**src/rtl/mask_encode32_pkg.sv**
```systemverilog
// Shared widths, FSM state encoding and a popcount helper for mask_encode32.
package mask_encode32_pkg;

    localparam int MASK_W = 32;
    localparam int IDX_W  = 5;
    localparam int CNT_W  = 6;

    typedef enum logic {
        IDLE = 1'b0,
        SCAN = 1'b1
    } state_e;

    function automatic logic [CNT_W-1:0] popcount(input logic [MASK_W-1:0] m);
        logic [CNT_W-1:0] cnt;
        cnt = '0;
        for (int i = 0; i < MASK_W; i++) begin
            cnt = cnt + CNT_W'(m[i]);
        end
        return cnt;
    endfunction

endpackage

```
**src/rtl/mask_encode32_pri_enc32.sv**
```systemverilog
// Combinational 32-bit priority encoder: lowest set bit index, any-set and exactly-one-set flags.
module pri_enc32
    import mask_encode32_pkg::*;
(
    input  logic [MASK_W-1:0] mask,
    output logic [IDX_W-1:0]  index,
    output logic              any,
    output logic              single
);

    always_comb begin
        // NOTE: index is defaulted before the loop so no input pattern leaves it unassigned (no latch).
        index = '0;
        // Scan high-to-low so the lowest set bit is the last (winning) assignment.
        for (int i = MASK_W - 1; i >= 0; i--) begin
            if (mask[i]) begin
                index = IDX_W'(i);
            end
        end
    end

    assign any    = |mask;
    assign single = any && ((mask & (mask - MASK_W'(1))) == '0);

endmodule

```
**src/rtl/mask_encode32.sv**
```systemverilog
// Sequential 32-to-5 mask encoder: emits each set bit's index in ascending order, one per handshake.
// Optional pop_count output is enabled by defining MASK_ENCODE32_POPCOUNT_EN.
module mask_encode32
    import mask_encode32_pkg::*;
(
    input  logic              clock,
    input  logic              reset_n,
    input  logic [MASK_W-1:0] in_mask,
    input  logic              in_valid,
    output logic              in_ready,
    output logic [IDX_W-1:0]  out_index,
    output logic              out_valid,
    input  logic              out_ready,
    output logic              out_last,
    output logic              zero_mask,
`ifdef MASK_ENCODE32_POPCOUNT_EN
    output logic [CNT_W-1:0]  pop_count,
`endif
    output logic              busy
);

    state_e            state_q, state_d;
    logic [MASK_W-1:0] remaining_q, remaining_d;
    logic              zero_mask_q, zero_mask_d;

    logic [IDX_W-1:0]  rem_index;
    logic              rem_any;
    logic              rem_single;

    // Outputs depend only on remaining, never on in_* or out_ready.
    pri_enc32 u_pri_enc (
        .mask   (remaining_q),
        .index  (rem_index),
        .any    (rem_any),
        .single (rem_single)
    );

    logic in_fire;
    logic out_fire;

    assign in_ready  = (state_q == IDLE);
    assign busy      = (state_q == SCAN);
    assign out_valid = (state_q == SCAN) && rem_any;
    assign out_index = rem_index;
    assign out_last  = (state_q == SCAN) && rem_single;
    assign zero_mask = zero_mask_q;

    assign in_fire  = in_valid && in_ready;
    assign out_fire = out_valid && out_ready;

    always_comb begin
        state_d     = state_q;
        remaining_d = remaining_q;
        zero_mask_d = 1'b0;
        unique case (state_q)
            IDLE: begin
                if (in_fire) begin
                    if (in_mask != '0) begin
                        remaining_d = in_mask;
                        state_d     = SCAN;
                    end else begin
                        zero_mask_d = 1'b1;
                    end
                end
            end
            SCAN: begin
                if (out_fire) begin
                    if (out_last) begin
                        remaining_d = '0;
                        state_d     = IDLE;
                    end else begin
                        // Clearing the lowest set bit is exactly clearing the emitted index.
                        remaining_d = remaining_q & (remaining_q - MASK_W'(1));
                    end
                end
            end
            default: state_d = IDLE;
        endcase
    end

    always_ff @(posedge clock or negedge reset_n) begin
        if (!reset_n) begin
            state_q     <= IDLE;
            remaining_q <= '0;
            zero_mask_q <= 1'b0;
        end else begin
            // NOTE: non-blocking assignments so every flop samples pre-edge values.
            state_q     <= state_d;
            remaining_q <= remaining_d;
            zero_mask_q <= zero_mask_d;
        end
    end

`ifdef MASK_ENCODE32_POPCOUNT_EN
    logic [CNT_W-1:0] pop_count_q, pop_count_d;

    always_comb begin
        pop_count_d = pop_count_q;
        if (in_fire) begin
            pop_count_d = popcount(in_mask);
        end
    end

    always_ff @(posedge clock or negedge reset_n) begin
        if (!reset_n) begin
            pop_count_q <= '0;
        end else begin
            pop_count_q <= pop_count_d;
        end
    end

    assign pop_count = pop_count_q;
`endif

endmodule

```
**config.mk**
```make
export PLATFORM = sky130hd
export DESIGN_NAME = mask_encode32
export DESIGN_NICKNAME = d
export VERILOG_FILES = /design/src/rtl/mask_encode32_pkg.sv /design/src/rtl/mask_encode32_pri_enc32.sv /design/src/rtl/mask_encode32.sv
export SDC_FILE = /design/constraint.sdc
export NUM_CORES = 1
export LEC_CHECK = 0
export CAP_MARGIN = 20
export CORE_MARGIN = 1.5
export CORE_UTILIZATION = 50
export CTS_BUF_LIST = sky130_fd_sc_hd__clkbuf_16
export DETAILED_ROUTE_END_ITERATION = 12
export DONT_BUFFER_PORTS = 1
export RECOVER_POWER = 25
export SYNTH_ARGS = -nofsm -noshare
export SYNTH_HDL_FRONTEND = slang
export SYNTH_SLANG_ARGS = --single-unit
```
**constraint.sdc**
```tcl
create_clock -name clock -period 2.99 [get_ports clock]
set_input_delay 0.4485 -clock clock [delete_from_list [all_inputs] [get_ports clock]]
set_output_delay 0.4485 -clock clock [all_outputs]
set_load 0.05 [all_outputs]
```
==> metrics.txt <==
Clk Latency, worst-skew pair=0.28 ns; Die W=72.4 um; fmax=0.322 GHz; CP Class=flop to output port; Die Outline Area=5250 um^2; outcome=finished with violations; DR pass1 iterations=5; reg2reg setup slack=-0.11 ns; grt ovf=0; GPL Wtd Cong=0.872; row count=25; fin. max-slew vios=35; final setup vio count=2; YS warnings=0; fin area=3010 um^2; CTS Sinks=34; Routed Antenna Nets=0; layout cells sized above 1=28.7%; syn_area_per_cell=8.34 um^2; flops & latches, synth=34; H-tree Lvls=2; Via Count=2,541; final hold vios=0; initial antenna violation count=0; slew margin rel.=-26.3%; CP Max Fanout=3; Sum Neg Setup Slack=-0.221 ns; Clock Tree Root=clkbuf_16; initial core utilization=51.4%; clock-pin slew on the worst setup and hold paths=0.05 ns; RSZ-0062 raised after global routing=true; I/O Pins=46; CTS tree=done; Die Height=72.4 um; CP Data Arrival Time=2.66 ns; largest net degree at the start of global routing=35; number of global-route vias before repair=2,320; DP HPWL=5040 um; initial drt markers=279; Max Clock Skew=0.00422 ns; Setup crit start kind=flop; PortBufs=0; synthesized net count=325; area grow syn2layout=25.0%; maximum clock insertion buffer count=2; Seq/Total Area, Yosys=35.3%; CP Data Required Time=2.54 ns; Num CTS Buffers=5; Nets=364; aggregate global-route resource usage=30.4%; Synth top area share=35.3%; Core Util, Final=64.2%; WL per Instance=20.4 um; crit path time final=3.11 ns; Top FF cell, synth=dfrtp_1; post-synthesis instance total=289; CORE AREA=4690 um^2; CP Capture Type=output port; residual DRC count=0; min setup slack post-route=-0.116 ns; min-delay worst type=input port to flop; Tcrit/Tclk final=104%; Antenna Cells=0; hold path cells=1; DRT Wirelength=7810 um; FFs w/ async S/R, synth=100%; Post-Place Cell Area=2530 um^2; first-pass GRT wire length=12,100 um; Vias/cell=6.65; Max Cap Viol=1; number of flops mapped to enable cells by yosys=0; Worst Max-Slew Pin Slew=1.89 ns; failing checks=max-capacitance violations, max-slew violations, negative setup slack; post-synthesis cell type count=58; Synth area leaders=dfrtp_1 35%, a22o_1 8.0%, nand2_1 7.8%, o21ai_0 5.6%, a21oi_1 3.5%; top cell type by total area after synthesis=dfrtp_1; post-synthesis instance area=2410 um^2; worst-case reg-to-reg path depth=17
==> metrics by stage <==
| step | std cells | worst slack, ns | hold WS (ns) |
|---|---|---|---|
| 6_report | 382 | -0.116 | 0.266 |
| 4_1_cts | 368 | -0.0659 | 0.0132 |
| 2_1_floorplan | 289 | 0.129 | 0.153 |
| 3_3_place_gp | 337 | 0.166 | 0.154 |
| 3_5_place_dp | 338 | 0.154 | 0.154 |
| 5_1_grt | 382 | -0.205 | 0.276 |
==> metal layers <==
metal / global-route usage, % / wire, um / part of all wire, % / up-vias
met4: 8.81 / 146 / 1.9 / 0
met2: 47.3 / 3600 / 46 / 146
li1: - / - / - / 1177
met3: 5.00 / 590 / 7.6 / 18
met5: 0 / 0 / 0 / -
met1: 43.6 / 3470 / 44 / 1200
==> flip-flops by register name, summed over array words and instances, names as in the netlist <==
register	flops
remaining_q	32
busy	1
zero_mask	1
==> logic make-up (layout without fill, tap and decap cells) <==
group	Yosys count	after routing	synth area share, %
AO/OA/AOI/OAI	106	106	30.4
AND/OR/NAND/NOR	118	118	27.7
buffers and inverters	29	68	5.76
adder cells (fa/ha/maj)	2	2	0.882
flip-flops	34	34	35.3
==> cell usage in the layout, fill, tap and decap left out, types with 2 or more instances in the layout <==
cell / n
o22ai_1: 2
a22o_1: 22
o21ai_0: 27
or3_4: 2
nand2_1: 48
o211ai_1: 2
nor4_4: 6
o21a_1: 5
a21boi_0: 2
buf_4: 46
nand4_1: 5
a31oi_1: 3
buf_6: 3
clkbuf_16: 5
nor4_2: 3
and3_1: 2
o31ai_1: 4
nor4_1: 11
inv_1: 10
dfrtp_1: 26
o31a_1: 2
a21oi_1: 16
nor2_1: 16
dfrtp_2: 8
nor3_1: 7
nand2_2: 2
nand3_1: 4
==> final cells by class <==
class                   count  area, um^2
inverters                   9        35.0
clock inverters             2        7.51
fillers                   393        1680
multi-input cells         226        1500
clock buffers               5         125
well taps                  54        67.6
repair buffers             52         418
flip-flops and latches     34         861
==> critical path, cell delays in order, from the launching register on <==
cell	delay, ns
dfrtp_2	0.42
buf_6	0.13
or2_4	0.23
or3_4	0.34
maj3_2	0.33
nor3_4	0.19
nand4_1	0.17
nor4_4	0.40
buf_12	0.18
==> synth_stat cells (all sizes together) (6+ instances only) <==
library cell / number
buf: 8
nand4: 6
o21ai: 28
nor3: 8
a21oi: 17
a22o: 23
clkbuf: 12
dfrtp: 34
nand2: 50
nor2: 17
inv: 8
nor4: 20
==> what timing repair did <==
action,4_1_cts,5_1_grt
endpoints found under the setup margin,1,4
gates resized for setup,11,14
hold buffers,1,0
buffers inserted,22,14
pin swaps,10,10
hold endpoints to repair,34,0
==> path summary, 6_finish.rpt <==
check	start	to
min in group asynchronous	reset_n	remaining_q[4]
min	out_ready	busy
max in group asynchronous	reset_n	remaining_q[0]
max reg2reg	remaining_q[6]	remaining_q[31]
min reg2reg	remaining_q[1]	remaining_q[1]
max	remaining_q[0]	out_last
Power is left out: the tool's default activity adds up to more than one toggle a clock period on the data nets, which glitch-free logic cannot reach.
